<file path="src/rtl/knight_cmd_link.sv">
// rtl/knight_cmd_link.sv - UART command link: two-byte command receiver plus response-byte transmitter
//
// Purpose:
//   Receives 8N1 UART bytes on RX and pairs them into 16-bit commands
//   {first byte, second byte}. Independently transmits a single response
//   byte on TX when the command processor pulses trmt. RX and TX paths share
//   no state, so the link runs full duplex.
//
// Ports:
//   clk          system clock, all state on the rising edge
//   rst_n        asynchronous active-low reset
//   RX           UART serial input, idle high, asynchronous to clk
//   TX           UART serial output, idle high
//   cmd          last completed command {high byte, low byte}
//   cmd_rdy      high while cmd holds an unconsumed command
//   clr_cmd_rdy  one-cycle pulse consuming cmd
//   trmt         one-cycle pulse requesting transmission of resp
//   resp         response byte, sampled on the trmt cycle
//   tx_done      high after a byte completes, low from the next accepted trmt

module knight_cmd_link #(
  parameter int BAUD_DIV = 434
) (
  input  logic        clk,
  input  logic        rst_n,
  input  logic        RX,
  output logic        TX,
  output logic [15:0] cmd,
  output logic        cmd_rdy,
  input  logic        clr_cmd_rdy,
  input  logic        trmt,
  input  logic [7:0]  resp,
  output logic        tx_done
);

  // The counter expires on the cycle it reads 0, so reloading with
  // BAUD_DIV-1 gives exactly BAUD_DIV clocks between samples/bit edges.
  localparam logic [11:0] BAUD_FULL = 12'(BAUD_DIV - 1);
  localparam logic [11:0] BAUD_HALF = 12'(BAUD_DIV / 2);

  localparam logic [1:0] RX_IDLE  = 2'd0;
  localparam logic [1:0] RX_START = 2'd1;
  localparam logic [1:0] RX_DATA  = 2'd2;
  localparam logic [1:0] RX_STOP  = 2'd3;

  localparam logic [0:0] AS_WAIT_HI = 1'b0;
  localparam logic [0:0] AS_WAIT_LO = 1'b1;

  localparam logic [0:0] TX_IDLE  = 1'b0;
  localparam logic [0:0] TX_TXING = 1'b1;

  // ---------------------------------------------------------------------
  // Receive path
  // ---------------------------------------------------------------------
  logic        rx_meta;
  logic        rx_sync;
  logic [1:0]  rx_state;
  logic [11:0] rx_cnt;
  logic [2:0]  rx_bit;
  logic [7:0]  rx_shift;
  logic        rx_byte;   // one-cycle strobe: rx_shift holds a good byte
  logic        rx_ferr;   // one-cycle strobe: stop bit was 0

  always_ff @(posedge clk or negedge rst_n) begin
    if (!rst_n) begin
      rx_meta  <= 1'b1;
      rx_sync  <= 1'b1;
      rx_state <= RX_IDLE;
      rx_cnt   <= 12'd0;
      rx_bit   <= 3'd0;
      rx_shift <= 8'd0;
      rx_byte  <= 1'b0;
      rx_ferr  <= 1'b0;
    end else begin
      // Preset-to-1 synchronizer keeps a released reset from looking like a start bit.
      rx_meta <= RX;
      rx_sync <= rx_meta;
      rx_byte <= 1'b0;
      rx_ferr <= 1'b0;
      case (rx_state)
        RX_IDLE: begin
          if (!rx_sync) begin
            rx_state <= RX_START;
            rx_cnt   <= BAUD_HALF;
          end
        end
        RX_START: begin
          if (rx_cnt == 12'd0) begin
            // Still low at mid start bit: real frame; otherwise a glitch.
            if (!rx_sync) begin
              rx_state <= RX_DATA;
              rx_cnt   <= BAUD_FULL;
              rx_bit   <= 3'd0;
            end else begin
              rx_state <= RX_IDLE;
            end
          end else begin
            rx_cnt <= rx_cnt - 12'd1;
          end
        end
        RX_DATA: begin
          if (rx_cnt == 12'd0) begin
            rx_shift <= {rx_sync, rx_shift[7:1]};
            rx_cnt   <= BAUD_FULL;
            if (rx_bit == 3'd7) begin
              rx_state <= RX_STOP;
            end else begin
              rx_bit <= rx_bit + 3'd1;
            end
          end else begin
            rx_cnt <= rx_cnt - 12'd1;
          end
        end
        RX_STOP: begin
          if (rx_cnt == 12'd0) begin
            if (rx_sync) begin
              rx_byte <= 1'b1;
            end else begin
              rx_ferr <= 1'b1;
            end
            rx_state <= RX_IDLE;
          end else begin
            rx_cnt <= rx_cnt - 12'd1;
          end
        end
        default: rx_state <= RX_IDLE;
      endcase
    end
  end

  // ---------------------------------------------------------------------
  // Command assembly
  // ---------------------------------------------------------------------
  logic [0:0] as_state;
  logic [7:0] as_hi;

  always_ff @(posedge clk or negedge rst_n) begin
    if (!rst_n) begin
      as_state <= AS_WAIT_HI;
      as_hi    <= 8'd0;
      cmd      <= 16'h0000;
      cmd_rdy  <= 1'b0;
    end else begin
      // Later assignments below override this, so a completing command
      // beats a simultaneous clear.
      if (clr_cmd_rdy) begin
        cmd_rdy <= 1'b0;
      end
      if (rx_byte) begin
        if (as_state == AS_WAIT_HI) begin
          as_hi    <= rx_shift;
          cmd_rdy  <= 1'b0;
          as_state <= AS_WAIT_LO;
        end else begin
          cmd      <= {as_hi, rx_shift};
          cmd_rdy  <= 1'b1;
          as_state <= AS_WAIT_HI;
        end
      end else if (rx_ferr) begin
        // Resynchronize on a bad frame; the published command is untouched.
        as_state <= AS_WAIT_HI;
      end
    end
  end

  // ---------------------------------------------------------------------
  // Transmit path
  // ---------------------------------------------------------------------
  logic [0:0]  tx_state;
  logic [9:0]  tx_shift;  // bit 0 drives the line; refills with 1s (idle/stop)
  logic [11:0] tx_cnt;
  logic [3:0]  tx_bit;

  assign TX = tx_shift[0];

  always_ff @(posedge clk or negedge rst_n) begin
    if (!rst_n) begin
      tx_state <= TX_IDLE;
      tx_shift <= 10'h3FF;
      tx_cnt   <= 12'd0;
      tx_bit   <= 4'd0;
      tx_done  <= 1'b0;
    end else begin
      case (tx_state)
        TX_IDLE: begin
          if (trmt) begin
            tx_shift <= {1'b1, resp, 1'b0};
            tx_cnt   <= BAUD_FULL;
            tx_bit   <= 4'd0;
            tx_done  <= 1'b0;
            tx_state <= TX_TXING;
          end
        end
        TX_TXING: begin
          // trmt is deliberately not looked at here: the frame in flight is never disturbed.
          if (tx_cnt == 12'd0) begin
            if (tx_bit == 4'd9) begin
              tx_state <= TX_IDLE;
              tx_done  <= 1'b1;
              tx_shift <= 10'h3FF;
            end else begin
              tx_shift <= {1'b1, tx_shift[9:1]};
              tx_bit   <= tx_bit + 4'd1;
              tx_cnt   <= BAUD_FULL;
            end
          end else begin
            tx_cnt <= tx_cnt - 12'd1;
          end
        end
        default: tx_state <= TX_IDLE;
      endcase
    end
  end

endmodule
</file>
<file path="config.mk">
export PLATFORM = sky130hd
export DESIGN_NAME = knight_cmd_link
export DESIGN_NICKNAME = d
export VERILOG_FILES = /design/src/rtl/knight_cmd_link.sv
export SDC_FILE = /design/constraint.sdc
export NUM_CORES = 1
export LEC_CHECK = 0
export CAP_MARGIN = 20
export CORE_UTILIZATION = 62
export CTS_CLUSTER_SIZE = 8
export DETAILED_ROUTE_END_ITERATION = 7
export GPL_TIMING_DRIVEN = 0
export PLACE_DENSITY = 0.95
export SKIP_CTS_REPAIR_TIMING = 1
export SLEW_MARGIN = 10
export SYNTH_ARGS = -nofsm -noshare
export SYNTH_HDL_FRONTEND = slang
export SYNTH_SLANG_ARGS = --single-unit
</file>
<file path="constraint.sdc">
create_clock -name clk -period 4.5 [get_ports clk]
set_input_delay 0.675 -clock clk [delete_from_list [all_inputs] [get_ports clk]]
set_output_delay 0.675 -clock clk [all_outputs]
set_load 0.1 [all_outputs]
</file>
# Word level (Yosys, flattened, before mapping)
# Index checks and enable logic that the tools add are counted.
# classes
n_addsub	4
eq_ne	19
muxes	50
bitwise	2
reduce_logical	16
# ops
op	count
$mux W12	8
$pmux W12 S4	1
$logic_not A12 Y1	2
$pmux W12 S2	1
$sub A12 B1 Y12 const B	2
$mux W10	2
$ne A2 B2 Y1 const B	10
$pmux W10 S2	1
$mux W1	18
$mux W2	6
$mux W3	4
$mux W4	3
$reduce_and A2 Y1	5
$reduce_and A5 Y1	2
$mux W9	1
$reduce_and A3 Y1	3
$pmux W2 S4	1
$pmux W4 S2	1
$ne A3 B3 Y1 const B	2
$pmux W3 S2	1
$reduce_bool A2 Y1	3
$add A4 B1 Y4 const B	1
$eq A2 B2 Y1 const B	2
$eq A4 B4 Y1 const B	1
7 further kinds	10
# totals
ff_bits	83
output_inout_bits	19

# Longest topological paths before layout
# Gate-level depths: netlist of run 1.
# logic_depth
depth_word	4
ltp_mapped	9
depth_no_buf	7

# Worst setup path after synthesis of run 1
# No wires, ideal clock.
# synth_path
path_kind	reg2reg
from	reg tx_cnt[6]
to	reg tx_cnt[3]
setup_ns	0.121
t_arrival_ns	1.937
required_time_ns	4.379
setup_slack_ns	2.442
path_stages_with_launch	7
period_less_slack_ns	2.058
path_cell_list	dfrtp_1 > or4_4 > or4b_4 > buf_6 > o211a_1 > xnor2_1 > nor2_1
# synth_between
elab_chain_len	3
# synth_rtl
element	line	rtl
start: declaration	171	logic [11:0] tx_cnt;
start signal: assignment	207	tx_cnt <= tx_cnt - 12'd1;
$logic_not A12 Y1 *	196	if (tx_cnt == 12'd0) begin
$mux W12 / $ne A3 B3 Y1 (equally long branches)	-	
$pmux W12 S2 / $reduce_and A2 Y1 (equally long branches)	-	
# Mark *: on every way between the ends. The rest lies on a longest branch, timed or not.
# A chain may end at the register's enable or synchronous reset.

# Final worst setup path of run 1
# layout_path
from	reg tx_shift[0]
to	out TX
# layout_rtl
element	line	rtl
start: declaration	170	logic [9:0] tx_shift;
start signal: assignment	187	tx_shift <= {1'b1, resp, 1'b0};
start signal: assignment	202	tx_shift <= {1'b1, tx_shift[9:1]};
end: declaration	27	output logic TX,
# No word-level cell between the ends.

==> metrics.cfg, run 1 <==
[clock_network]
cts_tree = done
path_clk_slew_ps = 90
numCtsBuffers = 9
clock_path_buffers = 2
insertion_delay_ps = 360
cts.sinks = 82
root_buffer = clkbuf_8
htreeDepth = 3

[synth]
avgSynthCellArea_sq_um = 10.8
ys_seq_area_share_pct = 52.2
ys_ff_latch = 82
synth_cell_types = 58
synth_edf_count = 0
ys.flop_type = dfrtp_1
async_flop_share_pct = 100
syn_area_sq_um = 3960
synth_top_cell_area_share_pct = 44.9
synthTopCellsByCount = dfrtp_1 (71), nor2_1 (34), mux2_2 (33), nand2_1 (33), o21ai_0 (18)
yosys.area.top_type = dfrtp_1
yosysMostFrequentCell = dfrtp_1
yosysWarnings = 0
synth_nets = 394
synth_area_leaders = dfrtp_1 (45%), mux2_2 (9.4%), dfstp_2 (7.3%), ha_1 (4.1%), nor2_1 (3.2%)
syn_inst = 368

[placed_design]
numPortBuffers = 31
place_congestion = 0.917
hpwl_microns = 5670
pre_cts_slack_ps = 2040

[routing]
routed-via-count = 3077
avgViaCountPerCell = 6.25
drt.antenna.violating_nets = 0
drt-initial-drc-count = 267
firstDrtPassIters = 5
wl_per_cell_microns = 17.3
drc = 0
finalWirelength_microns = 8490

[global_routing]
grt_usage_pct = 27.8
grt_max_degree = 43
antenna_found_initial = 0
grt_pass1_vias = 2951
grt_pass1_wl_microns = 13800
gr-total-overflow = 0

[timing]
fin_ws_ps = 1800
min_period_ps = 2700
final_max_slew_viol_count = 0
rsz0062_at_grt = false
fin_worst_skew_ps = 11.6
worst_pin_slew_ps = 989
finalCritPeriodShare_pct = 60.1
max_slew_margin_pct = 33.9
max_freq_mhz = 370
setup_viol_count_final = 0
final_hold_viol_count = 0
setup_tns_ps = 0

[job]
cap_violations = 0

[floorplan]
start_util_pct = 65.7
die_w_microns = 81.9
num_rows = 28
fp.dieH_microns = 81.9
ios = 32
core_sq_um = 6030
dieArea_sq_um = 6710

[critical_path]
cp-start-kind = register
critPathTopFamily = buffers and inverters
cp_max_fo = 3
required_ps = 3830
cp-end-kind = primary output
max_stage_delay_ps = 1130
worst-path-stages = 1
crit_slowest_cell = clkdlybuf4s50_1
path_class = reg -> out
cp.arrival_ps = 2030
r2r_cells = 8
path_cells = clkdlybuf4s50_1
cp_num_buf_inv = 1

[cells_and_area]
nets = 438
n_antenna_cell = 0
drive_gt1_share_pct = 18.9
fillCellCount = 340
areaGrowthSynthToFinish_pct = 16.6

[min_path]
worstHoldPathType = in -> async

[status]
status = complete, no violations

[power]
ir_worst_vdd_mv = 0.289
leakagePower_nw = 2.09
power_density_nw_per_um2 = 357

-- sequential cells by signal (all words and copies together), names as in the netlist, named ones only --
name and count:
rx_shift 8, as_hi 8, cmd 16, rx_meta 1, tx_bit 4, rx_sync 1
rx_bit 3, rx_cnt 12, cmd_rdy 1, rx_state 1, as_state 1, tx_state 1
rx_byte 1, rx_ferr 1, tx_done 1, tx_shift 9, tx_cnt 12
-- stage by stage --
step | cells | power, W | util [%] | cell area, sq um | hold WS, ps
final | 492 | 0.00165 | 76.6 | 4620 | 291
after global routing | 492 | 0.00172 | 76.6 | 4620 | 307
after CTS | 491 | 0.00166 | 76.5 | 4610 | 285
after detailed placement | 475 | 0.00104 | 72.7 | 4380 | 348
after global placement | 474 | 0.00102 | 72.4 | 4360 | 349
after floorplan | 368 | 0.000975 | - | 3960 | 345
-- cell usage in the layout (no fill, tap or decap), drive strengths merged, types with 3 or more instances in the layout --
master         instances
clkbuf                21
inv                   16
a31oi                  5
o22ai                 12
a22o                   4
ha                    13
nand3                 11
clkdlybuf4s50         30
nor3                  12
dfrtp                 71
dfstp                 11
a21oi                 16
xor2                   3
mux2                  33
or4                    5
and3                   3
or3                    3
nor2b                  3
nor2                  34
nand2b                 3
nand2                 33
a311oi                 3
o21ai                 19
xnor2                  5
nor4                   5
buf                    7
-- power by group --
part	internal, W	switching, W	total, W	leakage (nW)
logic	0.0000818	0.000102	0.000183	0.938
clock network	0.000333	0.000281	0.000615	0.114
registers	0.000795	0.0000561	0.000851	1.04
total	0.00121	0.000439	0.00165	2.09
-- final timing paths --
check	start	end	slack, ps
setup / recovery	tx_shift[0]	TX	1800
hold / removal	rst_n	as_hi[1]	290
setup reg to reg	rx_cnt[0]	rx_cnt[7]	1910
hold reg to reg	rx_meta	rx_sync	360
max in group asynchronous	rst_n	rx_sync	3560
min in group clk	rx_meta	rx_sync	360
-- kinds of logic (layout without fill, tap and decap cells) --
family | count (synthesis) | after routing | synth area share [%]
AOI/OAI and AO/OA | 80 | 80 | 13.4
and+or+nand+nor | 124 | 124 | 15.9
adders and majority gates | 13 | 13 | 4.11
buffers and inverters | 28 | 77 | 3.19
xor gates and xnor gates | 8 | 8 | 1.77
DFF | 82 | 82 | 52.2
muxes | 33 | 33 | 9.39
-- layout make-up --
class	instances	area, sq um	area share [%]
tap	75	93.8	2.03
clock inverter	6	93.8	2.03
buffer	15	77.6	1.68
clock buffer	10	138	2.98
timing repair buffer	33	333	7.21
multi-input combinational	258	1770	38.2
inverter	13	48.8	1.06
sequential	82	2070	44.8
-- metal layers --
layer,vias up,global-route usage (%),share of wire [%]
met5,-,0,0
li1,1409,-,-
met3,18,7.67,5.4
met1,1520,35.4,43
met4,0,10.4,2.1
met2,130,45.3,49
(Power assumes the default switching activity.)
==> run 2: changes to the inputs <==
--- a/config.mk
+++ b/config.mk
@@ -6,11 +6,11 @@
 export NUM_CORES = 1
 export LEC_CHECK = 0
 export CAP_MARGIN = 20
-export CORE_UTILIZATION = 62
+export CORE_UTILIZATION = 52
 export CTS_CLUSTER_SIZE = 8
 export DETAILED_ROUTE_END_ITERATION = 7
 export GPL_TIMING_DRIVEN = 0
-export PLACE_DENSITY = 0.95
+export PLACE_DENSITY = 0.86
 export SKIP_CTS_REPAIR_TIMING = 1
 export SLEW_MARGIN = 10
 export SYNTH_ARGS = -nofsm -noshare
==> constraint.sdc (replaced) <==
create_clock -name clk -period 2.25 [get_ports clk]
set_input_delay 0.3375 -clock clk [delete_from_list [all_inputs] [get_ports clk]]
set_output_delay 0.3375 -clock clk [all_outputs]
set_load 0.1 [all_outputs]
==> run 2 against run 1 <==
Effect of this change:
- routed wire length down 7.4%
- worst hold slack better by 67 ps
- cell area increased by 2.0%
- largest cell class unchanged
- via count shrank 3.3%
- core utilization fell by 12 points
- total power grew 87%
- largest power group unchanged
- register-to-register slack lost 1800 ps
- clock power grew 64%
==> metrics.cfg, run 2 (synthesized netlist as in run 1, its figures left out) <==
[power]
clkPwrFrac_pct = 32.9  ; was 37.3%
p_int_w = 0.00221  ; was 0.00121 W
ir_worst_vdd_mv = 0.401  ; was 0.289 mV
pwr-share-comb_pct = 12.1  ; was 11.1%
power.switching_w = 0.000868  ; was 0.000439 W
seqPwrFrac_pct = 55.0  ; was 51.6%
switching_share_pct = 28.2  ; was 26.6%
leakagePower_nw = 2.17  ; was 2.09 nW
power_density_nw_per_um2 = 655  ; was 357 nW/um^2

[floorplan]
dieArea_sq_um = 7960  ; was 6710 sq um
start_util_pct = 54.3  ; was 65.7%
die_w_microns = 89.2  ; was 81.9 microns
core_sq_um = 7290  ; was 6030 sq um
ios = 32  ; unchanged
fp.dieH_microns = 89.2  ; was 81.9 microns
num_rows = 31  ; was 28

[cells_and_area]
top_register = cmd  ; unchanged
layout_common_cells = dfrtp_1 (71), nor2_1 (33), mux2_2 (33)  ; was dfrtp_1 (71), nor2_1 (34), nand2_1 (33), mux2_2 (33), clkdlybuf4s50_1 (30)
design_area_sq_um = 4710  ; was 4620 sq um
n_antenna_cell = 0  ; unchanged
largest_reg_flops = 16  ; unchanged
layout_commonest_cell = dfrtp_1  ; unchanged
fin_util_pct = 64.6  ; was 76.6%
areaGrowthSynthToFinish_pct = 19.0  ; was 16.6%
drive_gt1_share_pct = 21.5  ; was 18.9%
final_cells = 517  ; was 492
reg.largest.list = cmd (16), rx_cnt (12), tx_cnt (12)  ; unchanged
nets = 439  ; was 438

[clock_network]
insertion_delay_ps = 360  ; about the same
cts.sinks = 82  ; unchanged
cts_tree = done  ; unchanged
path_clk_slew_ps = 80  ; was 90 ps
numCtsBuffers = 9  ; unchanged
htreeDepth = 3  ; unchanged
clock_path_buffers = 2  ; unchanged
root_buffer = clkbuf_8  ; unchanged

[job]
cap_violations = 0  ; unchanged

[placed_design]
placed_area_sq_um = 4420  ; was 4380 sq um
place_congestion = 0.862  ; was 0.917
pre_cts_slack_ps = -187  ; was 2040 ps
numPortBuffers = 31  ; unchanged
hpwl_microns = 5410  ; was 5670 microns
dp.cells = 499  ; was 475

[critical_path]
startpoint = cmd[15]  ; was tx_shift[0]
path_cells = clkdlybuf4s50_1  ; unchanged
reg2reg_slack_ps = 110  ; was 1910 ps
critPathTopFamily = buffers and inverters  ; unchanged
cp_num_buf_inv = 1  ; unchanged
cp-end-kind = primary output  ; unchanged
path_class = reg -> out  ; unchanged
cp_max_fo = 2  ; was 3
cp-start-kind = register  ; unchanged
required_ps = 1910  ; was 3830 ps
max_stage_delay_ps = 1150  ; was 1130 ps
r2r_end = tx_cnt[6]  ; was rx_cnt[7]
rr_startpoint = tx_cnt[6]  ; was rx_cnt[0]
r2r_cells = 6  ; was 8
worst-path-stages = 1  ; unchanged
crit_slowest_cell = clkdlybuf4s50_1  ; unchanged
endpoint = cmd[15]  ; was TX
cp.arrival_ps = 1880  ; was 2030 ps

[timing]
worst_pin_slew_ps = 987  ; was 989 ps
final_max_slew_viol_count = 0  ; unchanged
max_freq_mhz = 451
final_hold_viol_count = 0  ; unchanged
fin_worst_skew_ps = 8.61  ; was 11.6 ps
fin_ws_ps = 34.4  ; was 1800 ps
min_period_ps = 2220
setup_viol_count_final = 0  ; unchanged
finalCritPeriodShare_pct = 98.5
max_slew_margin_pct = 34.0  ; was 33.9%
whs_ps = 358  ; was 291 ps
rsz0062_at_grt = false  ; unchanged

[routing]
drc = 0  ; unchanged
dr.max_layer_used = met4  ; unchanged
finalWirelength_microns = 7860  ; was 8490 microns
routed-via-count = 2975  ; was 3,077
wl_per_cell_microns = 15.2  ; was 17.3 microns
drt.antenna.violating_nets = 0  ; unchanged
firstDrtPassIters = 4  ; was 5
dr_wl_met2_microns = 4000  ; was 4190 microns
drt-initial-drc-count = 133  ; was 267
avgViaCountPerCell = 5.75  ; was 6.25
met1_length_microns = 3470  ; was 3670 microns
wl_met3_microns = 283  ; was 456 microns

[global_routing]
grt_pass1_vias = 2919  ; was 2,951
grt_max_degree = 48  ; was 43
antenna_found_initial = 0  ; unchanged
gr-total-overflow = 0  ; unchanged
grt_usage_pct = 21.6  ; was 27.8%
grt_pass1_wl_microns = 13000  ; was 13,800 microns

[status]
status = complete, no violations  ; unchanged

[min_path]
hp-start = rx_meta
worstHoldPathType = reg -> reg  ; was in -> async

run 2: area by class of cell:
cell class	instances	area [sq um]
Fill cell	562	2580
Multi-Input combinational cell	258	1840
Sequential cell	82	2070
Inverter	13	48.8
Clock buffer	10	138
Tap cell	99	124
Buffer	14	76.3
Clock inverter	6	50.0
Timing Repair Buffer	35	370
run 2: power groups by stage:
stage                     clock network [W]  registers, W  logic [W]
after floorplan                           0       0.00171   0.000237
after global placement                    0       0.00172   0.000333
after detailed placement                  0       0.00173   0.000353
after CTS                           0.00104       0.00170   0.000354
after global routing                0.00110       0.00171   0.000422
final                               0.00101       0.00170   0.000372
run 2: how the worst min path moves through the flow:
stage / to / slack [ps] / cells past startpoint
after global routing: rx_sync / 370 / 0
after floorplan: asynchronous set/reset pin / 40 / 0
after global placement: rx_sync / 350 / 0
after CTS: tx_cnt[2] / -60 / 1
final: rx_sync / 360 / 0
after detailed placement: tx_cnt[2] / 330 / 1
run 2: metal layers:
metal,track usage (%),up-vias
li1,-,1424
met1,27.1,1483
met5,0,-
met2,37.1,60
met4,9.96,0
met3,3.05,8
run 2: metrics by stage:
step | power [W] | setup TNS [ps]
CTS | 0.00309 | -2370
floorplan | 0.00195 | 0
global placement | 0.00205 | -149590
global route | 0.00323 | 0
detailed placement | 0.00208 | -1500
finish | 0.00308 | 0
==> run 3: changes to the inputs <==
--- a/config.mk
+++ b/config.mk
@@ -6,12 +6,12 @@
 export NUM_CORES = 1
 export LEC_CHECK = 0
 export CAP_MARGIN = 20
+export CORE_MARGIN = 2
 export CORE_UTILIZATION = 52
 export CTS_CLUSTER_SIZE = 8
 export DETAILED_ROUTE_END_ITERATION = 7
 export GPL_TIMING_DRIVEN = 0
 export PLACE_DENSITY = 0.86
-export SKIP_CTS_REPAIR_TIMING = 1
 export SLEW_MARGIN = 10
 export SYNTH_ARGS = -nofsm -noshare
 export SYNTH_HDL_FRONTEND = slang
==> run 3 against run 2 <==
Effect of this change:
- routed wire length up 1.5%
- non-clock buffer count up 1
- worst hold slack gained 0.72 ps
- largest cell class unchanged
- core utilization fell by 0.58 points
- first-iteration DRC count is 53% higher
==> metrics.cfg, run 3 (synthesized netlist as in run 1, its figures left out) <==
[global_routing]
gr-total-overflow = 0  ; unchanged
grt_usage_pct = 20.2  ; was 21.6%
grt_pass1_vias = 2925  ; was 2,919
antenna_found_initial = 0  ; unchanged
grt_pass1_wl_microns = 13500  ; was 13,000 microns
grt_max_degree = 55  ; was 48

[timing]
final_max_slew_viol_count = 0  ; unchanged
min_period_ps = 2210  ; was 2220 ps
worst_pin_slew_ps = 986  ; was 987 ps
max_slew_margin_pct = 34.5  ; was 34.0%
setup_viol_count_final = 0  ; unchanged
whs_ps = 359  ; was 358 ps
max_freq_mhz = 452  ; was 451 MHz
final_hold_viol_count = 0  ; unchanged
fin_worst_skew_ps = 14.3  ; was 8.61 ps
finalCritPeriodShare_pct = 98.4  ; was 98.5%
setup_tns_ps = 0  ; unchanged

[critical_path]
cp_num_buf_inv = 1  ; unchanged
path_cells = clkdlybuf4s50_1  ; unchanged
cp-start-kind = register  ; unchanged
endpoint = cmd[2]  ; was cmd[15]
critPathTopFamily = buffers and inverters  ; unchanged
worst-path-stages = 1  ; unchanged
crit_slowest_cell = clkdlybuf4s50_1  ; unchanged
startpoint = cmd[2]  ; was cmd[15]
reg2reg_slack_ps = 40  ; was 110 ps
cp-end-kind = primary output  ; unchanged
cp.arrival_ps = 1880  ; about the same
r2r_end = tx_cnt[3]  ; was tx_cnt[6]
rr_startpoint = tx_cnt[0]  ; was tx_cnt[6]
r2r_cells = 8  ; was 6
path_class = reg -> out  ; unchanged
cp_max_fo = 2  ; unchanged
max_stage_delay_ps = 1140  ; was 1150 ps
required_ps = 1910  ; about the same

[clock_network]
insertion_delay_ps = 370  ; was 360 ps
numCtsBuffers = 9  ; unchanged
htreeDepth = 3  ; unchanged
cts.sinks = 82  ; unchanged
cts_tree = done  ; unchanged
clock_path_buffers = 2  ; unchanged
root_buffer = clkbuf_8  ; unchanged
path_clk_slew_ps = 100  ; was 80 ps

[routing]
drc = 0  ; unchanged
wl_per_cell_microns = 15.4  ; was 15.2 microns
avgViaCountPerCell = 5.78  ; was 5.75
drt-initial-drc-count = 203  ; was 133
routed-via-count = 2993  ; was 2,975
firstDrtPassIters = 5  ; was 4
drt.antenna.violating_nets = 0  ; unchanged
finalWirelength_microns = 7980  ; was 7860 microns

[placed_design]
place_congestion = 0.881  ; was 0.862
placed_area_sq_um = 4420  ; unchanged
numPortBuffers = 31  ; unchanged
hpwl_microns = 5500  ; was 5410 microns

[status]
status = complete, no violations  ; unchanged

[power]
leakagePower_nw = 2.17  ; about the same
ir_worst_vdd_mv = 0.262  ; was 0.401 mV
finalPower_w = 0.00313  ; was 0.00308 W
power_density_nw_per_um2 = 667  ; was 655 nW/um^2

[floorplan]
fp.dieH_microns = 91.2  ; was 89.2 microns
ios = 32  ; unchanged
dieArea_sq_um = 8320  ; was 7960 sq um
die_w_microns = 91.2  ; was 89.2 microns
core_sq_um = 7330  ; was 7290 sq um
num_rows = 31  ; unchanged
start_util_pct = 54.0  ; was 54.3%

[job]
cap_violations = 0  ; unchanged

[cells_and_area]
layout_commonest_cell = dfrtp_1  ; unchanged
drive_gt1_share_pct = 22.0  ; was 21.5%
largest_reg_flops = 16  ; unchanged
n_antenna_cell = 0  ; unchanged
layout_common_cells = dfrtp_1 (70), nor2_1 (33), mux2_2 (33)  ; was dfrtp_1 (71), nor2_1 (33), mux2_2 (33)
nets = 440  ; was 439
reg.largest.list = cmd (16), rx_cnt (12), tx_cnt (12)  ; unchanged
areaGrowthSynthToFinish_pct = 18.5  ; was 19.0%
design_area_sq_um = 4690  ; was 4710 sq um
top_register = cmd  ; unchanged

[min_path]
worstHoldPathType = reg -> reg  ; unchanged

run 3: cell types whose count changed in the layout (fill, tap and decap cells not counted), moves of 2 or more:
cell and change:
clkdlybuf4s50_1 -2, clkinv_4 -2, dlygate4sd2_1 +3, inv_8 +2
run 3: layer usage:
layer | wire length (microns) | part of all wire, % | global-route usage, %
met3 | 212 | 2.7 | 2.82
met2 | 4090 | 51 | 33.2
met1 | 3510 | 44 | 26.5
met4 | 167 | 2.1 | 9.47
met5 | 0 | 0 | 0
run 3: layout make-up:
type                    instances  area, sq um
fillers                       542         2640
flip-flops and latches         82         2070
multi-input cells             258         1810
repair buffers                 36          372
clock buffers                   9          124
well taps                      99          124
plain buffers                  14         75.1
clock inverters                 7         66.3
inverters                      13         48.8
run 3: per-stage QoR:
step                instances  setup WS (ps)  util, %
floorplan                 368            192        -
global placement          498          -1920     59.9
detailed placement        499           -162     60.2
CTS                       517           12.0     63.1
global route              518          -35.0     64.0
finish                    518           36.8     64.0
run 3: timing repair:
item                                    4_1_cts  5_1_grt
endpoints found under the hold margin        19        0
pin swaps                                     1        0
setup buffers                                 1        2
gates cloned                                  0        0
hold buffers                                  1        0
endpoints found under the setup margin       22       46
resized for setup                             6       14
run 3: worst min-delay path by stage:
stage	startpoint	depth (start not counted)	to
after floorplan	rst_n	0	asynchronous set/reset pin
after global placement	rx_meta	0	rx_sync
after global routing	rx_meta	0	rx_sync
after detailed placement	rst_n	1	tx_cnt[2]
final	rx_meta	0	rx_sync
after CTS	rx_meta	0	rx_sync
run 3: where the power goes:
part / switching, W / internal (W)
Clock: 0.000609 / 0.000431
Sequential: 0.000113 / 0.00159
Combinational: 0.000200 / 0.000182
